`config.mk`:
```
export PLATFORM = sky130hd
export DESIGN_NAME = ext_irq_controller
export DESIGN_NICKNAME = d
export VERILOG_FILES = /design/src/rtl/ext_irq_pkg.sv /design/src/rtl/ext_irq_src_cell.sv /design/src/rtl/ext_irq_controller.sv
export SDC_FILE = /design/constraint.sdc
export NUM_CORES = 1
export LEC_CHECK = 0
export CAP_MARGIN = 20
export CORE_AREA = 2 2 160 123
export CTS_BUF_LIST = sky130_fd_sc_hd__clkbuf_8
export DETAILED_ROUTE_END_ITERATION = 10
export DIE_AREA = 0 0 162 125
export PLACE_DENSITY = 0.55
export SYNTH_ARGS = -nofsm -noshare
export SYNTH_HDL_FRONTEND = slang
export SYNTH_HIERARCHICAL = 1
export SYNTH_SLANG_ARGS = --single-unit
```
`constraint.sdc`:
```
create_clock -name clk -period 49.8 [get_ports clk]
set_input_delay 14.94 -clock clk [delete_from_list [all_inputs] [get_ports clk]]
set_output_delay 14.94 -clock clk [all_outputs]
set_load 0.005 [all_outputs]
```
`src/rtl/ext_irq_pkg.sv`:
```
// Shared constants for the external interrupt controller: register word
// indices (byte offset >> 2), trigger mode encoding and ID width helper.
package ext_irq_pkg;

    localparam logic [5:0] REG_PENDING   = 6'h00;  // byte 0x00
    localparam logic [5:0] REG_ENABLE    = 6'h01;  // byte 0x04
    localparam logic [5:0] REG_MODE      = 6'h02;  // byte 0x08
    localparam logic [5:0] REG_THRESHOLD = 6'h03;  // byte 0x0C
    localparam logic [5:0] REG_CLAIM     = 6'h04;  // byte 0x10
    localparam logic [5:0] REG_PRIO_BASE = 6'h08;  // byte 0x20

    typedef enum logic {
        MODE_LEVEL = 1'b0,
        MODE_EDGE  = 1'b1
    } irq_mode_e;

    // Width of a source ID, with ID 0 reserved for "none".
    function automatic int unsigned id_width(input int unsigned num_src);
        return $clog2(num_src + 1);
    endfunction

endpackage

```
`src/rtl/ext_irq_src_cell.sv`:
```
// Per-source slice: synchroniser, edge detect, pending and in-service state.
module ext_irq_src_cell
    import ext_irq_pkg::*;
(
    input  logic      clk,
    input  logic      rst,
    input  logic      src,
    input  irq_mode_e mode,
    input  logic      enable,
    input  logic      prio_ok,
    input  logic      claim,
    input  logic      complete,
    output logic      pending,
    output logic      in_service,
    output logic      eligible
);

    logic s1;
    logic s2;
    logic s2_d;
    logic rise;
    logic pending_next;

    assign rise = s2 & ~s2_d;

    // Next pending: edge mode latches rises (a rise beats a claim clear);
    // level mode tracks the line but is forced low while in service.
    always_comb begin
        pending_next = pending;
        if (mode == MODE_EDGE) begin
            if (rise) begin
                pending_next = 1'b1;
            end else if (claim) begin
                pending_next = 1'b0;
            end
        end else begin
            pending_next = (claim || in_service) ? 1'b0 : s2;
        end
    end

    // Synchroniser, pending and in-service registers.
    always_ff @(posedge clk) begin
        if (!rst) begin
            s1         <= 1'b0;
            s2         <= 1'b0;
            s2_d       <= 1'b0;
            pending    <= 1'b0;
            in_service <= 1'b0;
        end else begin
            s1      <= src;
            s2      <= s1;
            s2_d    <= s2;
            pending <= pending_next;
            if (claim) begin
                in_service <= 1'b1;
            end else if (complete) begin
                in_service <= 1'b0;
            end
        end
    end

    assign eligible = enable & pending & ~in_service & prio_ok;

endmodule

```
`src/rtl/ext_irq_controller.sv`:
```
// Machine-level external interrupt controller: register file, bus decode,
// per-source cells and a priority arbiter producing the claimable winner.
module ext_irq_controller
    import ext_irq_pkg::*;
#(
    parameter int unsigned NUM_SRC  = 8,
    parameter int unsigned PRIO_W   = 3,
    parameter logic [31:0] BASE_ADR = 32'h0000_4000
) (
    input  logic               clk,
    input  logic               rst,
    input  logic [NUM_SRC-1:0] src,
    input  logic [31:0]        adr,
    input  logic [31:0]        d_in,
    input  logic               mrd,
    input  logic               mwr,
    output logic [31:0]        d_out,
    output logic               machine_external_interrupt
);

    localparam int unsigned ID_W = id_width(NUM_SRC);

    logic [NUM_SRC-1:0] enable;
    logic [NUM_SRC-1:0] mode;
    logic [PRIO_W-1:0]  threshold;
    logic [PRIO_W-1:0]  prio [NUM_SRC];

    logic [NUM_SRC-1:0] pending;
    logic [NUM_SRC-1:0] in_service;
    logic [NUM_SRC-1:0] eligible;
    logic [NUM_SRC-1:0] prio_ok;
    logic [NUM_SRC-1:0] claim;
    logic [NUM_SRC-1:0] complete;

    logic [ID_W-1:0]    winner;
    logic [PRIO_W-1:0]  best;

    logic               sel;
    logic [5:0]         word;
    logic               wr_en;
    logic               claim_en;
    logic               unused_bits;

    assign sel      = (adr[31:8] == BASE_ADR[31:8]);
    assign word     = adr[7:2];
    assign wr_en    = sel & mwr;
    // A simultaneous write suppresses the claim side effect.
    assign claim_en = sel & mrd & ~mwr & (word == REG_CLAIM);
    assign unused_bits = &{1'b0, adr[1:0], d_in};

    for (genvar g = 0; g < NUM_SRC; g++) begin : g_src
        assign prio_ok[g]  = (prio[g] > threshold);
        assign claim[g]    = claim_en && (winner == ID_W'(g + 1));
        assign complete[g] = wr_en && (word == REG_CLAIM) && (d_in[4:0] == 5'(g + 1));

        ext_irq_src_cell u_cell (
            .clk        (clk),
            .rst        (rst),
            .src        (src[g]),
            .mode       (irq_mode_e'(mode[g])),
            .enable     (enable[g]),
            .prio_ok    (prio_ok[g]),
            .claim      (claim[g]),
            .complete   (complete[g]),
            .pending    (pending[g]),
            .in_service (in_service[g]),
            .eligible   (eligible[g])
        );
    end

    // Linear scan; strict '>' keeps the lowest ID on ties. Eligible implies
    // priority > threshold >= 0, so best starting at 0 needs no extra flag.
    always_comb begin
        winner = '0;
        best   = '0;
        for (int unsigned i = 0; i < NUM_SRC; i++) begin
            if (eligible[i] && (prio[i] > best)) begin
                winner = ID_W'(i + 1);
                best   = prio[i];
            end
        end
    end

    // Register file writes and the registered interrupt request.
    always_ff @(posedge clk) begin
        if (!rst) begin
            enable    <= '0;
            mode      <= '0;
            threshold <= '0;
            for (int unsigned i = 0; i < NUM_SRC; i++) begin
                prio[i] <= '0;
            end
            machine_external_interrupt <= 1'b0;
        end else begin
            machine_external_interrupt <= (winner != '0);
            if (wr_en) begin
                case (word)
                    REG_ENABLE:    enable    <= d_in[NUM_SRC-1:0];
                    REG_MODE:      mode      <= d_in[NUM_SRC-1:0];
                    REG_THRESHOLD: threshold <= d_in[PRIO_W-1:0];
                    default: begin
                        for (int unsigned i = 0; i < NUM_SRC; i++) begin
                            if (word == REG_PRIO_BASE + 6'(i)) begin
                                prio[i] <= d_in[PRIO_W-1:0];
                            end
                        end
                    end
                endcase
            end
        end
    end

    // Read mux; zero unless selected and read-strobed.
    always_comb begin
        d_out = '0;
        if (sel && mrd) begin
            case (word)
                REG_PENDING:   d_out[NUM_SRC-1:0] = pending;
                REG_ENABLE:    d_out[NUM_SRC-1:0] = enable;
                REG_MODE:      d_out[NUM_SRC-1:0] = mode;
                REG_THRESHOLD: d_out[PRIO_W-1:0]  = threshold;
                REG_CLAIM:     d_out[ID_W-1:0]    = winner;
                default: begin
                    for (int unsigned i = 0; i < NUM_SRC; i++) begin
                        if (word == REG_PRIO_BASE + 6'(i)) begin
                            d_out[PRIO_W-1:0] = prio[i];
                        end
                    end
                end
            endcase
        end
    end

endmodule

```
==> impl_metrics.json <==
{
  "coreArea_um2": 18800,
  "antenna_left": 0,
  "switching_share_pct": 25.0,
  "synth-edff-count": 24,
  "critPathSlowestCell": "clkdlybuf4s50_1",
  "worst_setup_path_end_kind": "output port",
  "timing.rr.start": "threshold[1]$_SDFFE_PN0P_",
  "syn_to_final_growth_pct": 17.7,
  "setup-violations-final": 0,
  "yosys_warnings": 6,
  "peakVddDrop_uv": 14.1,
  "cts_buffer_depth": 2,
  "holdWs_ns": 0.451,
  "min_path_type": "reg2reg",
  "internal_power_mw": 0.110,
  "rows": 44,
  "yosysSeqAreaShare_pct": 34.7,
  "worstPathArrival_ns": 18.29,
  "crit_chain": "clkdlybuf4s50_1, or2_2, or2_2, or3b_2, nor2_1, or4b_1, a211oi_2, clkdlybuf4s50_1",
  "synth-main-ff-cell": "dfxtp_1",
  "min_period_ns": 33.23,
  "post-synth-top-count-cell": "nor2_1",
  "diodes": 0,
  "grt-ovfl-total": 0,
  "place_congestion": 0.865,
  "htreeDepth": 3,
  "die_h_um": 125,
  "hold_violations": 0,
  "drive_gt1_share_pct": 14.1,
  "hp-start": "g_src[0].u_cell/s1$_SDFF_PN0_",
  "clkTransAtPathRegs_ns": 0.09,
  "grt_pass1_vias": 4142,
  "ys_seq_elements": 84,
  "cts_made_buffers": 9,
  "post-dp-hpwl_mm": 11.8,
  "cts_tree": "done",
  "start_util_pct": 29.4,
  "viasPerCell": 5.04,
  "clock_sinks": 84,
  "p_sw_mw": 0.0365,
  "ctsHoldBuffers": 0,
  "cts_resized": 0,
  "vias": 4650,
  "pin_count": 109,
  "status": "complete, no violations",
  "relSlewSlack_pct": 34.8,
  "ctsRootBufferMaster": "clkbuf_8",
  "cellLeakagePower_nw": 2.48,
  "finalSetupTns_ns": 0,
  "synth_top_cell_area_share_pct": 21.7,
  "antenna_found_initial": 0,
  "path_buf_inv": 2,
  "nets": 777,
  "numPortBuffers": 58,
  "finalCritPeriodShare_pct": 66.7,
  "synthCells": 609,
  "seqPwrFrac_pct": 51.0,
  "pre_cts_ws_ns": 16.57,
  "synth.cell_area_um2": 5540,
  "yosys-top-cells-area": "dfxtp_1, edfxtp_1, ha_1",
  "clkLatencyLatePin_ns": 0.38,
  "initialDrtViolationCount": 346,
  "r2r_setup_slack_ns": 36.18,
  "synth_top_cell_by_area": "dfxtp_1",
  "slew_violations": 0,
  "synth.avg_cell_area_um2": 9.10,
  "criticalPathCategory": "in2out",
  "finalWorstSetupSlack_ns": 16.57,
  "fin_worst_skew_ns": 0.0146,
  "cts_setup_buffers": 0,
  "clock_power_share_pct": 38.5,
  "ys_top_cells_by_count": "nor2_1, dfxtp_1, nand2_1",
  "die_x_um": 162,
  "dr.pass1.iters": 6,
  "post_drt_wl_per_cell_um": 16.8,
  "cp-startpoint": "adr[2]",
  "postSynth.asyncResetShare_pct": 0,
  "placedCellCount": 906,
  "required_ns": 34.86,
  "drc": 0,
  "cp-start-kind": "input port",
  "clock.fmax_mhz": 30.1,
  "rsz0062_at_grt": "false",
  "fin_cells": 922,
  "grt_pass1_wl_mm": 23.9,
  "pwr-share-comb_pct": 10.5,
  "crit_fanout": 11,
  "path_delay_family": "simple AND/OR/NAND/NOR gates",
  "p_total_mw": 0.146,
  "synthDistinctLibCells": 77,
  "powerDensity_nw_per_um2": 22.4,
  "drv_cap": 0,
  "gr-usage-all-layers_pct": 15.2,
  "worst_pin_slew_ns": 0.973,
  "wirelength_mm": 15.5,
  "grt_start_max_net_pins": 52,
  "critPathMaxStageDelay_ns": 0.58,
  "die_area_um2": 20300
}
[worst paths after layout]
kind,to,cells past startpoint
setup / recovery,d_out[0],8
hold / removal,g_src[0].u_cell/s2$_SDFF_PN0_,1
setup reg to reg,g_src[1].u_cell/pending$_SDFFE_PN0P_,56
hold reg to reg,g_src[0].u_cell/s2$_SDFF_PN0_,1
[area by class of cell]
| type | instances | area (um^2) |
|---|---|---|
| multi-input cells | 477 | 3340 |
| inverters | 30 | 113 |
| fillers | 1951 | 12300 |
| well taps | 253 | 317 |
| clock buffers | 10 | 138 |
| flip-flops and latches | 84 | 1920 |
| repair buffers | 62 | 606 |
| clock inverters | 6 | 88.8 |
[flip-flops by register name, indices dropped and copies added, names as in the netlist]
register,cells
prio,24
g_src.u_cell/pending,8
g_src.u_cell/s1,8
mode,8
enable,8
g_src.u_cell/s2,8
threshold,3
g_src.u_cell/s2_d,8
machine_external_interrupt,1
g_src.u_cell/in_service,8
[layout by cell type, fill, tap and decap left out, types with 4 or more instances in the layout]
cell             count
nor2b_1             21
clkbuf_8            10
inv_1               31
and2_2              16
nor3_1              13
nand3_1              7
and4b_1              8
a22oi_1              8
or2_2                5
o31ai_1              6
o21ai_0             12
nor3_2               8
nor2_1              66
a21o_1              10
conb_1              24
nand4b_1             9
nor4_1              11
and2_1               4
maj3_1               5
nand2_1             49
o21ai_2              9
nand2b_1             6
ha_1                37
a31oi_1             12
clkdlybuf4s50_1     57
dfxtp_1             60
mux2_2               6
buf_4                4
o21a_1              10
a21oi_1             17
mux2i_1             19
and3_1               4
a222oi_1             5
nor4b_1              4
and2_4               8
edfxtp_1            24
[power by group through the flow]
stage,Combinational [mW],Sequential (mW),Clock (mW)
after floorplan,0.00986,0.0750,0
after global placement,0.0152,0.0761,0
after detailed placement,0.0153,0.0761,0
after CTS,0.0154,0.0745,0.0577
after global routing,0.0171,0.0748,0.0601
final,0.0153,0.0745,0.0562
[cells by family after synthesis]
kind of cell | synth area share [%]
and+or+nand+nor | 26.8
AOI/OAI and AO/OA | 17.7
DFF | 34.7
buffers and inverters | 6.59
adders and majority gates | 9.46
muxes | 4.65
other | 0.0677
[per-stage QoR]
stage          util, %  instance area [um^2]
6_report          34.7                  6530
5_1_grt           34.7                  6530
4_1_cts           34.7                  6530
3_5_place_dp      33.5                  6300
3_3_place_gp      33.5                  6300
2_1_floorplan        -                  5630
[routing by layer]
metal	track usage, %	vias to the layer above	part of all wire (%)
met2	22.2	163	42
met1	22.5	2169	49
li1	-	2303	-
met5	0	-	0
met4	3.90	0	1.2
met3	3.45	15	7.4
Note: power is estimated with default switching activity, not from simulation.
